## src/rtl/elevator_car_ctrl.sv

```systemverilog
// elevator_car_ctrl: single-car SCAN elevator controller with half-step
// positions, travel/door timers and two active-low 7-segment digits.
// Optional feature macro: ELEVATOR_REQ_LATCH_EN (sticky pending requests).
// state_dbg_o exposes the FSM state: 0 = IDLE, 1 = MOVE, 2 = DOOR.
module elevator_car_ctrl #(
    parameter int FLOORS        = 4,
    parameter int TRAVEL_CYCLES = 4,
    parameter int DOOR_CYCLES   = 8
) (
    input  logic                             clk,
    input  logic                             reset,
    input  logic [FLOORS-1:0]                request,
    output logic [FLOORS-1:0]                serviced,
    output logic [$clog2(2*FLOORS-1)-1:0]    position,
    output logic                             direction,
    output logic                             moving,
    output logic                             door_open,
    output logic [6:0]                       display1,
    output logic [6:0]                       display2,
    output logic [1:0]                       state_dbg_o
);
    localparam int POS_W = $clog2(2*FLOORS-1);
    localparam int FW    = POS_W - 1;
    localparam int TW    = (TRAVEL_CYCLES > 1) ? $clog2(TRAVEL_CYCLES) : 1;
    localparam int DW    = (DOOR_CYCLES > 1) ? $clog2(DOOR_CYCLES) : 1;
    localparam logic [TW-1:0]    TRAVEL_LAST = TW'(TRAVEL_CYCLES - 1);
    localparam logic [DW-1:0]    DOOR_LAST   = DW'(DOOR_CYCLES - 1);
    localparam logic [POS_W-1:0] TOP_POS     = POS_W'(2*FLOORS - 2);

    typedef enum logic [1:0] {S_IDLE = 2'd0, S_MOVE = 2'd1, S_DOOR = 2'd2} state_t;

    state_t            state_q, state_d;
    logic [POS_W-1:0]  pos_q, pos_d;
    logic              dir_q, dir_d;
    logic [TW-1:0]     timer_q, timer_d;
    logic [DW-1:0]     door_q, door_d;
    logic [FLOORS-1:0] serviced_q, serviced_d;
    logic [6:0]        disp1_q, disp1_d, disp2_q, disp2_d;

    logic [FLOORS-1:0] eff_req;
    logic [POS_W-1:0]  step_pos;
    logic [FW-1:0]     cur_floor, land_floor;
    logic [FLOORS-1:0] cur_onehot, land_onehot;
    logic              req_above, req_below, land_ahead;

`ifdef ELEVATOR_REQ_LATCH_EN
    logic [FLOORS-1:0] pending_q, pending_d;
    assign eff_req = request | pending_q;
`else
    assign eff_req = request;
`endif

    assign cur_floor   = pos_q[POS_W-1:1];
    assign step_pos    = dir_q ? (pos_q + 1'b1) : (pos_q - 1'b1);
    assign land_floor  = step_pos[POS_W-1:1];
    assign cur_onehot  = FLOORS'(1) << cur_floor;
    assign land_onehot = FLOORS'(1) << land_floor;

    // Work-remaining flags relative to the current floor and to the floor about to be reached
    always_comb begin
        req_above  = 1'b0;
        req_below  = 1'b0;
        land_ahead = 1'b0;
        for (int f = 0; f < FLOORS; f++) begin
            if (eff_req[f] && (f > int'(cur_floor))) req_above = 1'b1;
            if (eff_req[f] && (f < int'(cur_floor))) req_below = 1'b1;
            if (eff_req[f] && (dir_q ? (f > int'(land_floor)) : (f < int'(land_floor))))
                land_ahead = 1'b1;
        end
    end

    // State, position, timers and registered outputs; reset parks the car at floor 0
    always_ff @(posedge clk or posedge reset) begin
        if (reset) begin
            state_q    <= S_IDLE;
            pos_q      <= '0;
            dir_q      <= 1'b1;
            timer_q    <= '0;
            door_q     <= '0;
            serviced_q <= '0;
            disp1_q    <= 7'b1111001;
            disp2_q    <= 7'b1111111;
`ifdef ELEVATOR_REQ_LATCH_EN
            pending_q  <= '0;
`endif
        end else begin
            state_q    <= state_d;
            pos_q      <= pos_d;
            dir_q      <= dir_d;
            timer_q    <= timer_d;
            door_q     <= door_d;
            serviced_q <= serviced_d;
            disp1_q    <= disp1_d;
            disp2_q    <= disp2_d;
`ifdef ELEVATOR_REQ_LATCH_EN
            pending_q  <= pending_d;
`endif
        end
    end

    // SCAN decision: serve here first, keep heading while work is ahead, else reverse
    always_comb begin
        state_d    = state_q;
        pos_d      = pos_q;
        dir_d      = dir_q;
        timer_d    = '0;
        door_d     = '0;
        serviced_d = '0;
        case (state_q)
            S_IDLE: begin
                if (eff_req[cur_floor]) begin
                    state_d    = S_DOOR;
                    serviced_d = cur_onehot;
                end else if (dir_q && req_above) begin
                    state_d = S_MOVE;
                end else if (req_below) begin
                    state_d = S_MOVE;
                    dir_d   = 1'b0;
                end else if (req_above) begin
                    state_d = S_MOVE;
                    dir_d   = 1'b1;
                end
            end
            S_MOVE: begin
                if (timer_q == TRAVEL_LAST) begin
                    pos_d = step_pos;
                    if (step_pos[0]) begin
                        state_d = S_MOVE;           // never stop between floors
                    end else if (eff_req[land_floor]) begin
                        state_d    = S_DOOR;
                        serviced_d = land_onehot;
                    end else if (land_ahead) begin
                        state_d = S_MOVE;
                    end else begin
                        state_d = S_IDLE;           // request withdrawn en route
                    end
                end else begin
                    timer_d = timer_q + 1'b1;
                end
            end
            S_DOOR: begin
                if (door_q == DOOR_LAST) state_d = S_IDLE;
                else                     door_d  = door_q + 1'b1;
            end
            default: state_d = S_IDLE;
        endcase
        // The end floors only allow one way out
        if (pos_d == '0)          dir_d = 1'b1;
        else if (pos_d == TOP_POS) dir_d = 1'b0;
`ifdef ELEVATOR_REQ_LATCH_EN
        pending_d = (pending_q | request) & ~serviced_d;
        if (state_q == S_DOOR) pending_d = pending_d & ~cur_onehot;  // absorb presses while open
`endif
    end

    // Status outputs and the display decode of the next position
    always_comb begin
        moving      = (state_q == S_MOVE);
        door_open   = (state_q == S_DOOR);
        state_dbg_o = state_q;
        case (4'(pos_d[POS_W-1:1]))
            4'd0:    disp1_d = 7'b1111001;
            4'd1:    disp1_d = 7'b0100100;
            4'd2:    disp1_d = 7'b0110000;
            4'd3:    disp1_d = 7'b0011001;
            4'd4:    disp1_d = 7'b0010010;
            4'd5:    disp1_d = 7'b0000010;
            4'd6:    disp1_d = 7'b1111000;
            4'd7:    disp1_d = 7'b0000000;
            4'd8:    disp1_d = 7'b0010000;
            default: disp1_d = 7'b1111111;
        endcase
        disp2_d = pos_d[0] ? 7'b0001001 : 7'b1111111;
    end

    assign serviced  = serviced_q;
    assign position  = pos_q;
    assign direction = dir_q;
    assign display1  = disp1_q;
    assign display2  = disp2_q;

endmodule

```

## config.mk

```make
export PLATFORM = sky130hd
export DESIGN_NAME = elevator_car_ctrl
export DESIGN_NICKNAME = d
export VERILOG_FILES = /design/src/rtl/elevator_car_ctrl.sv
export SDC_FILE = /design/constraint.sdc
export NUM_CORES = 1
export LEC_CHECK = 0
export CAP_MARGIN = 20
export CORE_MARGIN = 5
export CORE_UTILIZATION = 52
export CTS_CLUSTER_SIZE = 24
export DETAILED_ROUTE_END_ITERATION = 16
export GPL_TIMING_DRIVEN = 0
export HOLD_SLACK_MARGIN = 0.06
export MAX_ROUTING_LAYER = met4
export PLACE_DENSITY = 0.92
export SLEW_MARGIN = 20
export SYNTH_ARGS = -nofsm -noshare
export SYNTH_HDL_FRONTEND = slang
export SYNTH_SLANG_ARGS = --single-unit
```

## constraint.sdc

```tcl
create_clock -name clk -period 7.77 [get_ports clk]
set_clock_uncertainty 0.15 [all_clocks]
set_input_delay 1.1655 -clock clk [delete_from_list [all_inputs] [get_ports clk]]
set_output_delay 1.1655 -clock clk [all_outputs]
set_load 0.01 [all_outputs]
```

# Yosys cells after proc, flatten, opt, wreduce, memory -nomap -nowiden
# Cells that the tools add are included.
[totals]
regBits = 29
out_inout_bits = 26
input_bits = 6
[op_classes]
n_shift = 2
order_cmp = 14
n_reduce_logical = 18
n_eq_ne = 13
n_addsub = 4
muxes = 49
[op_table]
columns = ["operator", "count"]
rows = [
  ["one-hot mux 7 bit (4 select lines)", 1],
  ["two-way mux 1 bit", 24],
  ["two-way mux 2 bit", 10],
  ["two-way mux 4 bit", 4],
  ["two-way mux 3 bit", 5],
  ["logical AND 1 bit", 11],
  ["equality test 2 bit (second input constant)", 4],
  ["> comparator 2 bit (first input constant)", 4],
  ["< comparator 1 x 2 -> 1 bit (first input constant)", 4],
  ["one-hot mux 4 bit (2 select lines)", 1],
  ["<< shifter 1 x 2 -> 4 bit (first input constant)", 2],
  ["two-way mux 7 bit", 1],
  ["adder 3 x 1 -> 3 bit (second input constant)", 2],
  ["equality test 3 bit (second input constant)", 2],
  ["< comparator 2 x 3 -> 1 bit (second input constant)", 2],
  ["inequality test 3 x 1 -> 1 bit (second input constant)", 2],
  ["one-hot mux 2 bit (3 select lines)", 1],
  ["inequality test 5 bit (second input constant)", 1],
  ["binary-select mux 1 bit (select 2 bit)", 2],
  ["equality test 2 x 1 -> 1 bit (second input constant)", 2],
  ["> comparator 1 x 2 -> 1 bit (first input constant)", 2],
  ["logical NOT 2 bit", 2],
  ["< comparator 2 bit (first input constant)", 2],
  ["inequality test 2 x 1 -> 1 bit (second input constant)", 2],
  ["other kinds (7)", 7],
]

# Longest topological paths before layout
# Gate-level depths: netlist (run 1).
[logic_depth]
ltp_word = 14
ltp_mapped = 9
mapped_depth_nobuf = 8

# Worst setup path before layout (run 1)
# Ideal clock, no wire load.
[synth_timing]
path_kind = "reg-to-reg"
from = "register pos_q[1], in the netlist position[1]"
to = "register state_q[1], in the netlist state_dbg_o[1]"
n_path_buf = 1
stages_incl_launch_ff = 9
setup_ns = 0.124
synth_period_minus_slack_ns = 2.830
arrival_time_ns = 2.556
slack_ns = 4.940
path_cell_list = "dfrtp_1 > clkbuf_1 > inv_1 > fa_1 > xnor2_2 > mux4_2 > mux2i_1 > nor2_1 > o31a_1"
[synth_via]
elab_chain_cells = 9
[synth_lines]
columns = ["item", "line_no", "rtl"]
rows = [
  ["from (decl)", "33", "logic [POS_W-1:0] pos_q, pos_d;"],
  ["from (signal assigned)", "88", "pos_q <= pos_d;"],
  ["branches (longest 9 deep; another with subtractor 3 x 1 -> 3 bit)", "--", ""],
  ["to (signal assigned)", "87", "state_q <= state_d;"],
  ["to (decl)", "32", "state_t state_q, state_d;"],
]
# Parallel ways; which one is timed is not known. The select of a mux whose other input is x is not followed.
# A chain may end at the register's enable or synchronous reset.

# Final worst setup path (run 1)
# Same ends and word-level chain as after synthesis.

==> impl.org, run 1 <==
** Yosys
- Area share of the largest cell type after synthesis :: 0.2944
- Number of enable-type register cells in the synthesized netlist :: 0
- Main flop type after synthesis :: dfrtp_1
- Mean post-synth cell area :: 10.20 sq um
- For this run, the number of Yosys warnings is 0.
- After synthesis, the netlist uses 45 different library cells.
- In the post-synthesis netlist, the biggest area contributors are dfrtp_1 29%, dfstp_2 12%, ha_1 6.9%, buf_4 4.7%, inv_1 3.2%.
- Share of async-settable or async-resettable flops after synthesis :: 1.000
- Seq/Total Area, Yosys :: 0.4181
- The cell area that synthesis handed to floorplanning was 0.001275 sq mm.
- Number of synthesized register bits :: 21
- Library cell with the largest summed area after synthesis :: dfrtp_1
- After technology mapping, the gate count stands at 125.

** Global route
- The number of global-route vias before repair came to approximately 1000.
- The first global-routing pass estimated 4.602 mm of wire.
- Total track usage :: 0.1756
- Global routing finished with a remaining overflow of 0.
- Largest net degree at the start of global routing :: 22
- Number of antenna violations at the first check in global routing :: 0

** Final layout
- Fraction of final layout cells with drive strength greater than 1 :: 0.1274
- Summing all flip-flop and latch instances after layout gives 533.0 sq um.
- Relative to the synthesized area, the layout overhead comes to 26.50%.
- The library cell used most frequently in the layout, excluding fill and tap cells, is clkdlybuf4s50_1.
- Most frequent cells in the layout :: 27 x clkdlybuf4s50_1, 15 x dfrtp_1, 11 x inv_1, 8 x nand2_1, 8 x buf_4
- Summing all multi-input logic gate instances after layout gives 625.6 sq um.
- Diodes inserted :: 0
- The filler cells instantiated in the layout total 197.
- Number of nets in the layout :: 172

** Clock network
- Number of buffers inserted by post-CTS setup repair :: 0
- Worst-Skew Late Latency :: 290 ps
- TritonCTS created 3 clock buffers.
- TritonCTS clock tree :: yes
- The clock passes through at most 2 buffers.
- H-tree levels :: 1
- Gates resized during post-CTS repair numbered 0.
- Clock tree sinks :: 21
- Clock-pin slew on the worst setup and hold paths :: between 100 and 150 ps
- CTS Root Cell :: clkbuf_4
- Post-CTS Hold Fix Bufs :: 0

** STA
- In the finished design, the share of the clock period the worst path needs comes to 0.3969.
- Final Max Tran Viols :: 0
- Measured against its own limit, the worst slew margin works out to 0.4926.
- Final Hold Vio Count :: 0
- At the pin with the least slew margin, the transition time is 760.2 ps.
- Derived from the worst setup path, the maximum achievable clock frequency is 324.3 MHz.
- Setup TNS :: 0 ps
- Setup-violating endpoint count in the final report :: 0
- The clock period could shrink to just over 3000 ps.
- RSZ-0062 raised after global routing :: no

** Worst hold path
- The worst hold path terminates at timer_q[0].
- The worst hold path belongs to the class flop to flop.
- Number of cells traversed by the worst hold path :: 1
- Launch instance of the worst min-delay path :: timer_q[0]

** Critical path
- Element type at the critical path start :: flop
- At the worst endpoint, the arrival time is 3120 ps.
- Critical-path cell list :: clkbuf_1 -> inv_1 -> fa_1 -> xnor2_2 -> mux4_2 -> mux2i_1 -> nor2_1 -> o31a_1
- For the worst setup path, the data required time is 7810 ps.
- Worst r2r path cells :: 8
- The number of buffers and inverters on the critical path is 2.
- Critical-path top delay cell :: mux4_2
- The endpoint identified for the worst register-to-register timing path is state_dbg_o[1].
- Category of the most critical setup path :: flop to flop
- Crit-path max FO :: 8
- STA classifies the critical path endpoint as a flop.
- In this run the critical register-to-register path is launched from position[1].
- Worst reg2reg setup slack :: roughly 4700 ps
- Worst stage delay on the critical path :: 550 ps
- Top Family by Delay on Critical Path :: multiplexers

** Power and ir drop
- Cell area power density :: about 370 mW/mm^2
- Total power :: about 0.60 mW
- Total leakage power :: 0.6914 nW
- Maximum ir drop on the vdd rail :: 0.2414 mV

** Drt
- For this block, the routed nets add up to 2.653 mm of wire.
- Count of antenna-violating nets left after detailed routing :: 0
- Dividing the detail-routed wire length by the instance count gives approximately 14 microns.
- Dividing the detail-routed via count by the number of cells gives around 5.6.
- The routed layout has 1038 vias.
- Iteration-0 DRC Markers :: 31
- For this run, design rule violations remaining after detail routing come to 0.
- Before antenna repair, the detailed router went through 4 iterations.

** Floorplan
- # rows :: 18
- In this run the standard cell core region covers 0.002410 sq mm.
- The die is 59.52 microns wide.
- The die covers 0.003542 sq mm.
- Num ports :: 32
- In this run the vertical extent of the chip is between 50 and 60 microns.
- The initial utilization of the core area, before any placement, comes to 0.5291.

** Placement
- Gpl congestion :: 0.9011
- Input and output buffers added on the ports amount to 27.
- The HPWL after detailed placement is 2.075 mm.

** Job
- Max-cap violations in this run came to 0.

** Status
- The run finished with clean final reports.
## stage by stage
| step | std cells | util | setup WS (ps) | area [sq um] | hold WS (ps) |
|---|---|---|---|---|---|
| finish | 187 | 0.6693 | 4686 | 1613 | 300.2 |
| global route | 187 | 0.6693 | 4493 | 1613 | 315.0 |
| CTS | 187 | 0.6693 | 4655 | 1613 | 304.0 |
| detailed placement | 183 | 0.6584 | 4665 | 1587 | 288.3 |
| global placement | 183 | 0.6584 | 4690 | 1587 | 273.2 |
| floorplan | 126 | - | 4940 | 1279 | 263.9 |
## registers in the layout, indices dropped and copies added (netlist names)
name         flops
position         3
timer_q          2
door_q           3
serviced         4
state_dbg_o      2
display1         5
display2         1
direction        1
## cell families (layout without fill, tap and decap cells)
logic type,count (synthesis),count (layout),share of synthesized area
buf+inv,24,55,0.09421
xor+xnor,4,4,0.03337
compound gates,27,27,0.1541
flops,21,21,0.4181
simple gates,34,34,0.1472
mux,5,5,0.06281
fa+ha+maj,8,8,0.08439
other cells,2,3,0.005890
## cells in the mapped netlist (2+ instances only)
library cell,n
o32ai_1,3
nor2b_1,3
xnor2_1,3
inv_1,11
buf_4,8
conb_1,2
nor2_1,4
o21ai_0,3
and2_1,4
dfrtp_1,15
a21oi_1,6
nor3b_1,4
a21boi_1,2
nand2_1,8
ha_1,7
nand3_1,3
mux2i_1,2
o2111ai_1,2
clkbuf_1,3
dfstp_2,6
or3_1,2
## per-layer routing
layer | global-route usage | vias to the layer above | share of wire
li1 | - | 494 | -
met1 | 0.2197 | 493 | 0.40
met2 | 0.2933 | 47 | 0.52
met3 | 0.02179 | 4 | 0.070
met4 | 0.06013 | 0 | 0.012
met5 | - | - | 0
## worst max-delay path by stage
stage	startpoint	end	slack [ps]	cells after the start
finish	position[1]	state_dbg_o[1]	4690	8
global route	position[1]	state_dbg_o[1]	4490	8
detailed placement	request[2]	state_dbg_o[1]	4660	5
CTS	position[1]	state_dbg_o[1]	4660	8
floorplan	position[1]	state_dbg_o[1]	4940	8
global placement	request[2]	state_dbg_o[1]	4690	5
## cell type report
type | count | share of cell area
Buffer | 12 | 0.04655
Clock buffer | 4 | 0.01629
Inverter | 12 | 0.02793
Tap cell | 30 | 0.02327
Multi-Input combinational cell | 81 | 0.3879
Timing Repair Buffer | 27 | 0.1676
Sequential cell | 21 | 0.3305
## power by group
group	internal (mW)	switching (mW)	total (mW)	leakage, nW
Sequential	0.154	0.0311	0.185	0.257
Combinational	0.184	0.176	0.360	0.419
Clock	0.0199	0.0302	0.0502	0.0150
Power figures use the tool's default switching activity.
==> run 2, diff against run 1 <==
--- a/config.mk
+++ b/config.mk
@@ -7,13 +7,13 @@
 export LEC_CHECK = 0
 export CAP_MARGIN = 20
 export CORE_MARGIN = 5
-export CORE_UTILIZATION = 52
+export CORE_UTILIZATION = 48
 export CTS_CLUSTER_SIZE = 24
 export DETAILED_ROUTE_END_ITERATION = 16
 export GPL_TIMING_DRIVEN = 0
 export HOLD_SLACK_MARGIN = 0.06
 export MAX_ROUTING_LAYER = met4
-export PLACE_DENSITY = 0.92
+export PLACE_DENSITY = 0.86
 export SLEW_MARGIN = 20
 export SYNTH_ARGS = -nofsm -noshare
 export SYNTH_HDL_FRONTEND = slang
==> constraint.sdc (replaced) <==
create_clock -name clk -period 3.1 [get_ports clk]
set_clock_uncertainty 0.15 [all_clocks]
set_input_delay 0.465 -clock clk [delete_from_list [all_inputs] [get_ports clk]]
set_output_delay 0.465 -clock clk [all_outputs]
set_load 0.01 [all_outputs]
==> impl.org, run 2 (synthesis results as in run 1) <==
** Clock network
- Worst-Skew Late Latency :: between 300 and 400 ps
- Number of buffers inserted by post-CTS setup repair :: 0
- For this design, the sink count on the clock tree is 21.
- After clock tree synthesis, the clock-pin slew on the worst setup and hold paths is 120 ps.
- TritonCTS built the clock tree.
- In this run, post-CTS hold repair placed 0 buffers.
- Post-CTS repair changed the size of 0 cells.
- H-tree levels :: 1
- CTS Root Cell :: clkbuf_4
- The longest clock path from root to sink contains 2 buffers.
- CTS Buf Count :: 3

** STA
- The final max-slew violation count was 0.
- In this run the tightest slew margin relative to its limit is 0.5073.
- Setup-violating endpoint count in the final report :: 0
- For this run, the top clock speed supported by timing is 351.9 MHz.
- Final Hold Vio Count :: 0
- Final Critical Period :: 2842 ps
- Share of the clock period used by the worst path after layout :: 0.9167
- Setup repair after global routing left no endpoint under its margin.
- Setup TNS :: 0 ps
- For the pin with the worst max-slew slack, the measured transition is ~740 ps.

** Critical path
- Element type at the critical path start :: flop
- Timing startpoint of the critical path :: position[1]
- R2R Path Start :: position[1]
- Worst stage delay on the critical path :: 540 ps
- On the critical path, the stage with the largest delay is an instance of dfrtp_1.
- In this run the number of cells on the critical path is 7.
- Top Family by Delay on Critical Path :: multiplexers
- The worst setup path is of the flop to flop kind.
- The worst setup path is captured at a flop.
- Worst Path Arrival :: 2900 ps
- Data on the critical path is required at its endpoint by 3160 ps.
- End of the worst register-to-register path :: state_dbg_o[1]
- Critical-path cell list :: inv_1 -> fa_1 -> xnor2_4 -> mux4_2 -> mux2i_1 -> nor2_1 -> o31a_1
- Worst r2r path cells :: 7
- WP buf/inv :: 1
- Crit-path max FO :: 9
- Worst reg2reg setup slack :: 260 ps

** Final layout
- Diodes inserted :: 0
- At the end of the flow, the number of nets in the layout was 171.
- Storage cell area :: approximately 530 sq um
- Of the cells placed in the final design, the portion with a size suffix greater than 1 is 0.1346.
- The area growth from synthesis to layout is 27.18%.
- Layout filler cell count :: a little over 200
- The register with the most flip-flops in the layout has 5 of them.
- Most common library cell in the layout ignoring fill and taps :: clkdlybuf4s50_1
- The top cell types in the final layout, fill and taps aside, are 27 x clkdlybuf4s50_1, 15 x dfrtp_1, 11 x inv_1, 8 x nand2_1, 8 x buf_4.
- In the final layout, the multi-input gates occupy 636.9 sq um.

** Drt
- The first detailed-routing pass ran for 4 iterations.
- DR DRC count :: 0
- Once detail routing completed, the nets flagged for antenna violations numbered 0.
- Via/cell ratio :: between 5 and 6
- Across all layers, the routed design uses 1039 vias.
- The routed design has 2.741 mm of wire.
- The detailed router finished its first iteration with 35 violations.
- Mean routed wirelength per cell :: 14.74 microns

** Placement
- Final HPWL DP :: 2.153 mm
- At the end of routability-driven placement, the weighted congestion stood at 0.8988.
- Number of input and output port buffers inserted :: 27

** Floorplan
- Initial Utilization :: 0.5100
- The floorplan step set the die width to 61.54 microns.
- Placeable core region :: 0.002500 sq mm
- Die height :: 61.54 microns
- Num ports :: 32
- # rows :: 18
- The die covers 0.003787 sq mm.

** Status
- Status :: completed

** Power and ir drop
- Total power :: ~1.5 mW
- Maximum ir drop on the vdd rail :: 0.6389 mV
- Total leakage power :: about 0.7 nW
- Power spread over the standard cell area amounts to around 940 mW/mm^2.

** Global route
- The number of antenna violations at the first check in global routing came to 0.
- Remaining global-route overflow :: 0
- The first global-routing pass estimated 4.623 mm of wire.
- Number of global-route vias before repair :: 1012
- Entering global routing, the biggest net connects 22 pins.
- For this run, the total global-route usage over all layers was measured as 0.1699.

** Worst hold path
- Capture endpoint of the worst hold path :: door_q[0]
- Worst hold path class :: flop to flop
- The startpoint identified for the worst hold timing path is door_q[0].
- Number of cells traversed by the worst hold path :: 1

** Job
- Max-cap violation count :: 0
-- run 2: cell count changes in the layout (fill, tap and decap cells not counted) --
| cell | delta |
|---|---|
| clkbuf_1 | -2 |
| xnor2_2 | -1 |
| xnor2_4 | +1 |
| clkinv_2 | +1 |
-- run 2: power breakdown --
part / switching, mW / internal [mW] / leakage [nW]
sequential: 0.0978 / 0.385 / 0.257
combinational: 0.430 / 0.473 / 0.420
clock: 0.0838 / 0.0482 / 0.0177
-- run 2: area by class of cell --
class / instances / area share
Clock inverter: 1 / 0.003086
Timing Repair Buffer: 27 / 0.1667
Buffer: 11 / 0.04398
Inverter: 12 / 0.02778
Clock buffer: 3 / 0.01389
Sequential cell: 21 / 0.3287
Multi-Input combinational cell: 81 / 0.3927
Tap cell: 30 / 0.02315
-- run 2: per-layer routing --
layer / wire length [microns] / vias to the layer above / GRT usage / part of all wire
met4: 48 / 0 / 0.05758 / 0.018
met1: 1076 / 488 / 0.2112 / 0.39
li1: - / 492 / - / -
met3: 187 / 8 / 0.03774 / 0.068
met2: 1429 / 51 / 0.2720 / 0.52
met5: 0 / - / - / 0
-- run 2: worst max path at each step --
stage	end	slack, ps
after floorplan	state_dbg_o[1]	270
after global routing	state_dbg_o[1]	80
after CTS	state_dbg_o[1]	40
after global placement	state_dbg_o[1]	100
after detailed placement	state_dbg_o[1]	70
final	state_dbg_o[1]	260
-- run 2: per-stage QoR --
stage / std cells / hold WS [ps] / cell area, sq um / utilization / worst slack, ps
floorplan: 126 / 263.9 / 1279 / - / 269.8
global placement: 183 / 275.0 / 1587 / 0.6346 / 95.02
detailed placement: 183 / 299.1 / 1587 / 0.6346 / 67.45
CTS: 187 / 311.9 / 1614 / 0.6456 / 41.37
global route: 186 / 317.4 / 1622 / 0.6486 / 80.56
finish: 186 / 308.4 / 1622 / 0.6486 / 258.1
==> run 3, diff against run 2 <==
--- a/config.mk
+++ b/config.mk
@@ -18,3 +18,4 @@
 export SYNTH_ARGS = -nofsm -noshare
 export SYNTH_HDL_FRONTEND = slang
 export SYNTH_SLANG_ARGS = --single-unit
+export TNS_END_PERCENT = 50
==> results of run 3 <==
Same layout as run 2: the final DEF is identical, and so are final timing and power.
